`config.mk`:
```
export PLATFORM = sky130hd
export DESIGN_NAME = mld_15_7_controller
export DESIGN_NICKNAME = d
export VERILOG_FILES = /design/src/rtl/mld_15_7_pkg.sv /design/src/rtl/mld_15_7_controller_piso_15.sv /design/src/rtl/mld_15_7_controller.sv
export SDC_FILE = /design/constraint.sdc
export NUM_CORES = 1
export LEC_CHECK = 0
export ABC_AREA = 1
export CAP_MARGIN = 20
export CORE_ASPECT_RATIO = 1.4
export CORE_MARGIN = 2
export CORE_UTILIZATION = 47
export DETAILED_ROUTE_END_ITERATION = 7
export GPL_TIMING_DRIVEN = 0
export PLACE_DENSITY = 0.81
export SLEW_MARGIN = 10
export SYNTH_ARGS = -nofsm -noshare
export SYNTH_HDL_FRONTEND = slang
export SYNTH_HIERARCHICAL = 1
export SYNTH_SLANG_ARGS = --single-unit
```
`constraint.sdc`:
```
create_clock -name clk -period 1.6 [get_ports clk]
set_input_delay 0.32 -clock clk [delete_from_list [all_inputs] [get_ports clk]]
set_output_delay 0.32 -clock clk [all_outputs]
set_load 0.005 [all_outputs]
```
`src/rtl/mld_15_7_pkg.sv`:
```
// Shared constants and state encoding for the (15,7) majority-logic decoder controller.
package mld_15_7_pkg;

    localparam int N     = 15;
    localparam int K     = 7;
    localparam int T     = 2;
    localparam int CNT_W = 4;

    typedef enum logic [2:0] {
        IDLE,
        CLEAR,
        LOAD,
        DECODE,
        DONE
    } state_t;

endpackage

```
`src/rtl/mld_15_7_controller_piso_15.sv`:
```
// 15-bit parallel-load, shift-left register; MSB feeds the decoder serial input.
module piso_15
    import mld_15_7_pkg::*;
(
    input  logic         clk,
    input  logic         reset,
    input  logic         load,
    input  logic         shift,
    input  logic [N-1:0] din,
    output logic         msb
);

    logic [N-1:0] sr_q;

    // Parallel load has priority over shifting; zeros fill from the LSB.
    always_ff @(posedge clk or negedge reset) begin
        if (!reset) begin
            sr_q <= '0;
        end else if (load) begin
            sr_q <= din;
        end else if (shift) begin
            sr_q <= {sr_q[N-2:0], 1'b0};
        end
    end

    assign msb = sr_q[N-1];

endmodule

```
`src/rtl/mld_15_7_controller.sv`:
```
// Sequencing controller: accepts a codeword, streams it through the serial
// decoder, collects the corrected stream and presents the result.
module mld_15_7_controller
    import mld_15_7_pkg::*;
(
    input  logic         clk,
    input  logic         reset,
    input  logic         cw_valid,
    output logic         cw_ready,
    input  logic [N-1:0] cw_data,
    input  logic         bypass,
    output logic         dec_reset,
    output logic         dec_load,
    output logic         dec_bit,
    output logic         dec_correct_errors,
    input  logic         dec_out_bit,
    output logic         out_valid,
    input  logic         out_ready,
    output logic [N-1:0] out_codeword,
    output logic [K-1:0] out_message,
    output logic [3:0]   out_ncorr,
    output logic         busy
);

    localparam logic [CNT_W-1:0] LAST = CNT_W'(N - 1);

    state_t           state_q;
    logic [CNT_W-1:0] cnt_q;
    logic [N-1:0]     raw_q;
    logic             bypass_q;
    logic             out_valid_q;
    logic             dec_load_q;
    logic             dec_ce_q;
    logic [N-1:0]     codeword_q;
    logic [3:0]       ncorr_q;
    logic             accept;
    logic             piso_msb;
    logic [CNT_W-1:0] bit_idx;

    assign accept  = (state_q == IDLE) && cw_valid;
    // Position of the bit currently leaving the decoder (MSB first).
    assign bit_idx = LAST - cnt_q;

    piso_15 u_piso (
        .clk   (clk),
        .reset (reset),
        .load  (accept),
        .shift (state_q == LOAD),
        .din   (cw_data),
        .msb   (piso_msb)
    );

    // Main FSM with counter, deserializer, correction counter and registered controls.
    always_ff @(posedge clk or negedge reset) begin
        if (!reset) begin
            state_q     <= IDLE;
            cnt_q       <= '0;
            raw_q       <= '0;
            bypass_q    <= 1'b0;
            out_valid_q <= 1'b0;
            dec_load_q  <= 1'b0;
            dec_ce_q    <= 1'b1;
            codeword_q  <= '0;
            ncorr_q     <= '0;
        end else begin
            case (state_q)
                IDLE: begin
                    if (cw_valid) begin
                        raw_q    <= cw_data;
                        bypass_q <= bypass;
                        ncorr_q  <= '0;
                        state_q  <= CLEAR;
                    end
                end
                CLEAR: begin
                    cnt_q      <= '0;
                    dec_load_q <= 1'b1;
                    state_q    <= LOAD;
                end
                LOAD: begin
                    if (cnt_q == LAST) begin
                        cnt_q      <= '0;
                        dec_load_q <= 1'b0;
                        // Low enables correction in the decoder.
                        dec_ce_q   <= bypass_q;
                        state_q    <= DECODE;
                    end else begin
                        cnt_q <= cnt_q + 1'b1;
                    end
                end
                DECODE: begin
                    codeword_q[bit_idx] <= dec_out_bit;
                    if ((dec_out_bit != raw_q[bit_idx]) && (ncorr_q != 4'hF)) begin
                        ncorr_q <= ncorr_q + 4'd1;
                    end
                    if (cnt_q == LAST) begin
                        cnt_q       <= '0;
                        dec_ce_q    <= 1'b1;
                        out_valid_q <= 1'b1;
                        state_q     <= DONE;
                    end else begin
                        cnt_q <= cnt_q + 1'b1;
                    end
                end
                DONE: begin
                    if (out_ready) begin
                        out_valid_q <= 1'b0;
                        state_q     <= IDLE;
                    end
                end
                default: begin
                    state_q <= IDLE;
                end
            endcase
        end
    end

    // Output decodes of registered state; the decoder is held clear throughout reset.
    always_comb begin
        cw_ready           = (state_q == IDLE);
        busy               = (state_q != IDLE);
        dec_reset          = ~reset | (state_q == CLEAR);
        dec_load           = dec_load_q;
        dec_bit            = (state_q == LOAD) & piso_msb;
        dec_correct_errors = dec_ce_q;
        out_valid          = out_valid_q;
        out_codeword       = codeword_q;
        out_message        = codeword_q[N-1:N-K];
        out_ncorr          = ncorr_q;
    end

endmodule

```
==> metrics.cfg <==
[cts]
clockRootBuffer = clkbuf_8
clock_path_buffers = 2
numCtsBuffers = 9
cts_tree = built
clk_pin_slew_ns = 0.07
clk_latency_ns = 0.35
cts_sinks = 60
htreeDepth = 3

[min_path]
worstHoldPathType = input pin to async pin

[synth]
yosysUniqueCellTypes = 27
ys_seq_elements = 60
synth_ff_type = dfrtp_1
yosysTopAreaCellShare_pct = 49.2
syn_avg_cell_area_um2 = 8.06
ys_seq_area_share_pct = 50.1
synth_edf_count = 0
async_reset_ff_share_pct = 100
syn_inst = 372
synth_area_um2 = 3000
yosysTopAreaCell = dfrtp_1
yosysWarnings = 6
synthesis.nets = 400
yosys-top-cells-area = dfrtp_1 (49%), nand2_1 (18%), nand3_1 (8.7%), o21ai_0 (3.0%), ha_1 (2.9%)

[placed_design]
place_area_um2 = 3650
gp_congestion = 0.802
place_ws_ns = -0.267
portBuffers = 53
dp_hpwl_mm = 4.56

[routing]
vias = 2855
vias_per_cell = 5.22
ant_nets = 0
wl_mm = 7.54
avgRoutedWirePerCell_um = 13.8
drcViolationCount = 0
drt_iter0_drc = 219
drt-pass1-iter-count = 7

[timing]
fin_crit_ns = 1.72
drv_slew = 0
skew_ns = 0.00963
final.setup.tns_ns = -0.474
setup_viol = 7
worst_hold_slack_ns = -0.131
min_period_over_period_pct = 107
worst_slew_pin_slew_ns = 0.370
slew_headroom_pct = 75.3
worst_slack_ns = -0.120
rsz0062_at_grt = true
max_freq_mhz = 582
hold_viol = 36

[final_layout]
areaGrowthSynthToFinish_pct = 45.4
nNetsFinal = 498
seq_area_um2 = 1510
layout_commonest_cell = nand2_1
finish.instance_area_um2 = 4360
final_cell_mix = nand2_1 (137), dfrtp_1 (54), buf_4 (40), clkdlybuf4s50_1 (40), nand3_1 (38)
n_fill_cell = 453
layout-drive-gt1-share_pct = 28.2
multiInputGateArea_um2 = 1430
num_antenna_cells = 0

[global_route]
busiest_layer = met2
antenna_found_initial = 0
grt_pass1_vias = 2792
gr-total-overflow = 0
grt_max_degree = 62
grt_util_met3_pct = 3.68
grt.total_usage_pct = 21.2
gr-usage-met2_pct = 36.5
met1_usage_pct = 23.3
grt_pass1_wl_mm = 11.8

[worst_setup_path]
slowest_stage = dfrtp_2
worstPathRequired_ns = 1.84
arrival_ns = 1.96
crit_path_end_kind = flop
critical_path_class = flop to flop
cp_max_fo = 5
crit_chain = inv_4, ha_4, nand3_2, nand3_2, nand3_2, nand2_2, nand2_2, nand3_4, nand2_4, nand2_2, nand2_1
critPathMaxStageDelay_ns = 0.46
crit_path_start_kind = flop
reg2reg_depth = 11

[floorplanning]
die_h_um = 98.5
coreArea_um2 = 6210
start_util_pct = 48.3
die_x_um = 71.5
pin_count = 54
row_count = 34
die_area_um2 = 7040

[power]
ir_worst_vdd_v = 0.000995
leakagePower_uw = 0.00214
power.density_nw_per_um2 = 2060

[run_status]
run_status = finished, violations left
failed_checks = hold timing, setup timing

[flow_run]
maxCapViolCount = 0

==> cells by family after synthesis <==
logic type | Yosys count | share of synthesized area [%]
xor gates and xnor gates | 2 | 0.584
AOI/OAI and AO/OA | 27 | 4.80
adders and majority gates | 7 | 2.92
and+or+nand+nor | 230 | 33.4
buffers and inverters | 46 | 8.22
DFF | 60 | 50.1
==> worst paths after layout <==
| check | start | to | slack, ns |
|---|---|---|---|
| max reg2reg | cnt_q[0] | out_ncorr[0] | -0.12 |
| max in group asynchronous | reset | state_q[2] | 1.30 |
| min reg2reg | raw_q[2] | raw_q[2] | 0.47 |
| min | reset | state_q[0] | -0.13 |
| max | cnt_q[0] | out_ncorr[0] | -0.12 |
| min in group clk | raw_q[2] | raw_q[2] | 0.47 |
==> cells in the mapped netlist (all sizes together), types with 4 or more instances <==
cell type	instances
dfrtp	59
ha	7
nand2	151
buf	17
a21oi	4
nor2	22
inv	27
nand3	54
o21ai	19
o22ai	4
==> through the flow <==
stage | cells | utilization [%] | hold slack [ns] | power, µW
2_1_floorplan | 372 | - | 0.0244 | 4830
3_3_place_gp | 497 | 58.8 | 0.455 | 6070
3_5_place_dp | 497 | 58.7 | 0.434 | 6190
4_1_cts | 532 | 65.7 | -0.0405 | 8220
5_1_grt | 547 | 70.2 | -0.0938 | 9580
6_report | 547 | 70.2 | -0.131 | 8990
==> where the power goes <==
group	total, µW	leakage, µW	internal (µW)	switching (µW)
clock	1710	0.000127	1120	590
sequential	2610	0.000730	2180	430
combinational	4670	0.00128	2210	2470
==> sequential cells by signal (all words and copies together) (netlist names) <==
signal              count
raw_q                  15
dec_correct_errors      1
out_ncorr               4
out_codeword           15
out_valid               1
bypass_q                1
dec_load                1
u_piso/sr_q            15
cnt_q                   4
state_q                 3
==> worst max-delay path, delay by kind of cell (launching register included) <==
family | cells | cell delay (ns)
and+or+nand+nor | 9 | 0.75
buffers and inverters | 1 | 0.06
adders and majority gates | 1 | 0.33
DFF | 1 | 0.46
==> final cells by class <==
class,count,share of cell area (%)
tap,72,2.07
sequential,60,34.6
multi-input combinational,266,32.9
timing repair buffer,89,18.7
clock inverter,4,2.18
clock buffer,12,3.56
buffer,16,3.18
inverter,28,2.84
==> layer usage <==
layer / wire length [µm] / share of wire (%) / vias to the layer above
met5: 0 / 0 / -
met4: 329 / 4.4 / 0
met3: 296 / 3.9 / 33
met2: 3990 / 53 / 100
met1: 2920 / 39 / 1344
li1: - / - / 1378
==> what timing repair did <==
| item | CTS | global route |
|---|---|---|
| pin swaps | 9 | 13 |
| setup buffers | 20 | 14 |
| resized for setup | 41 | 41 |
| gates cloned | 0 | 1 |
| endpoints found under the setup margin | 37 | 50 |
| endpoints found under the hold margin | 59 | 23 |
No activity file was read; power rests on OpenSTA's default activity.
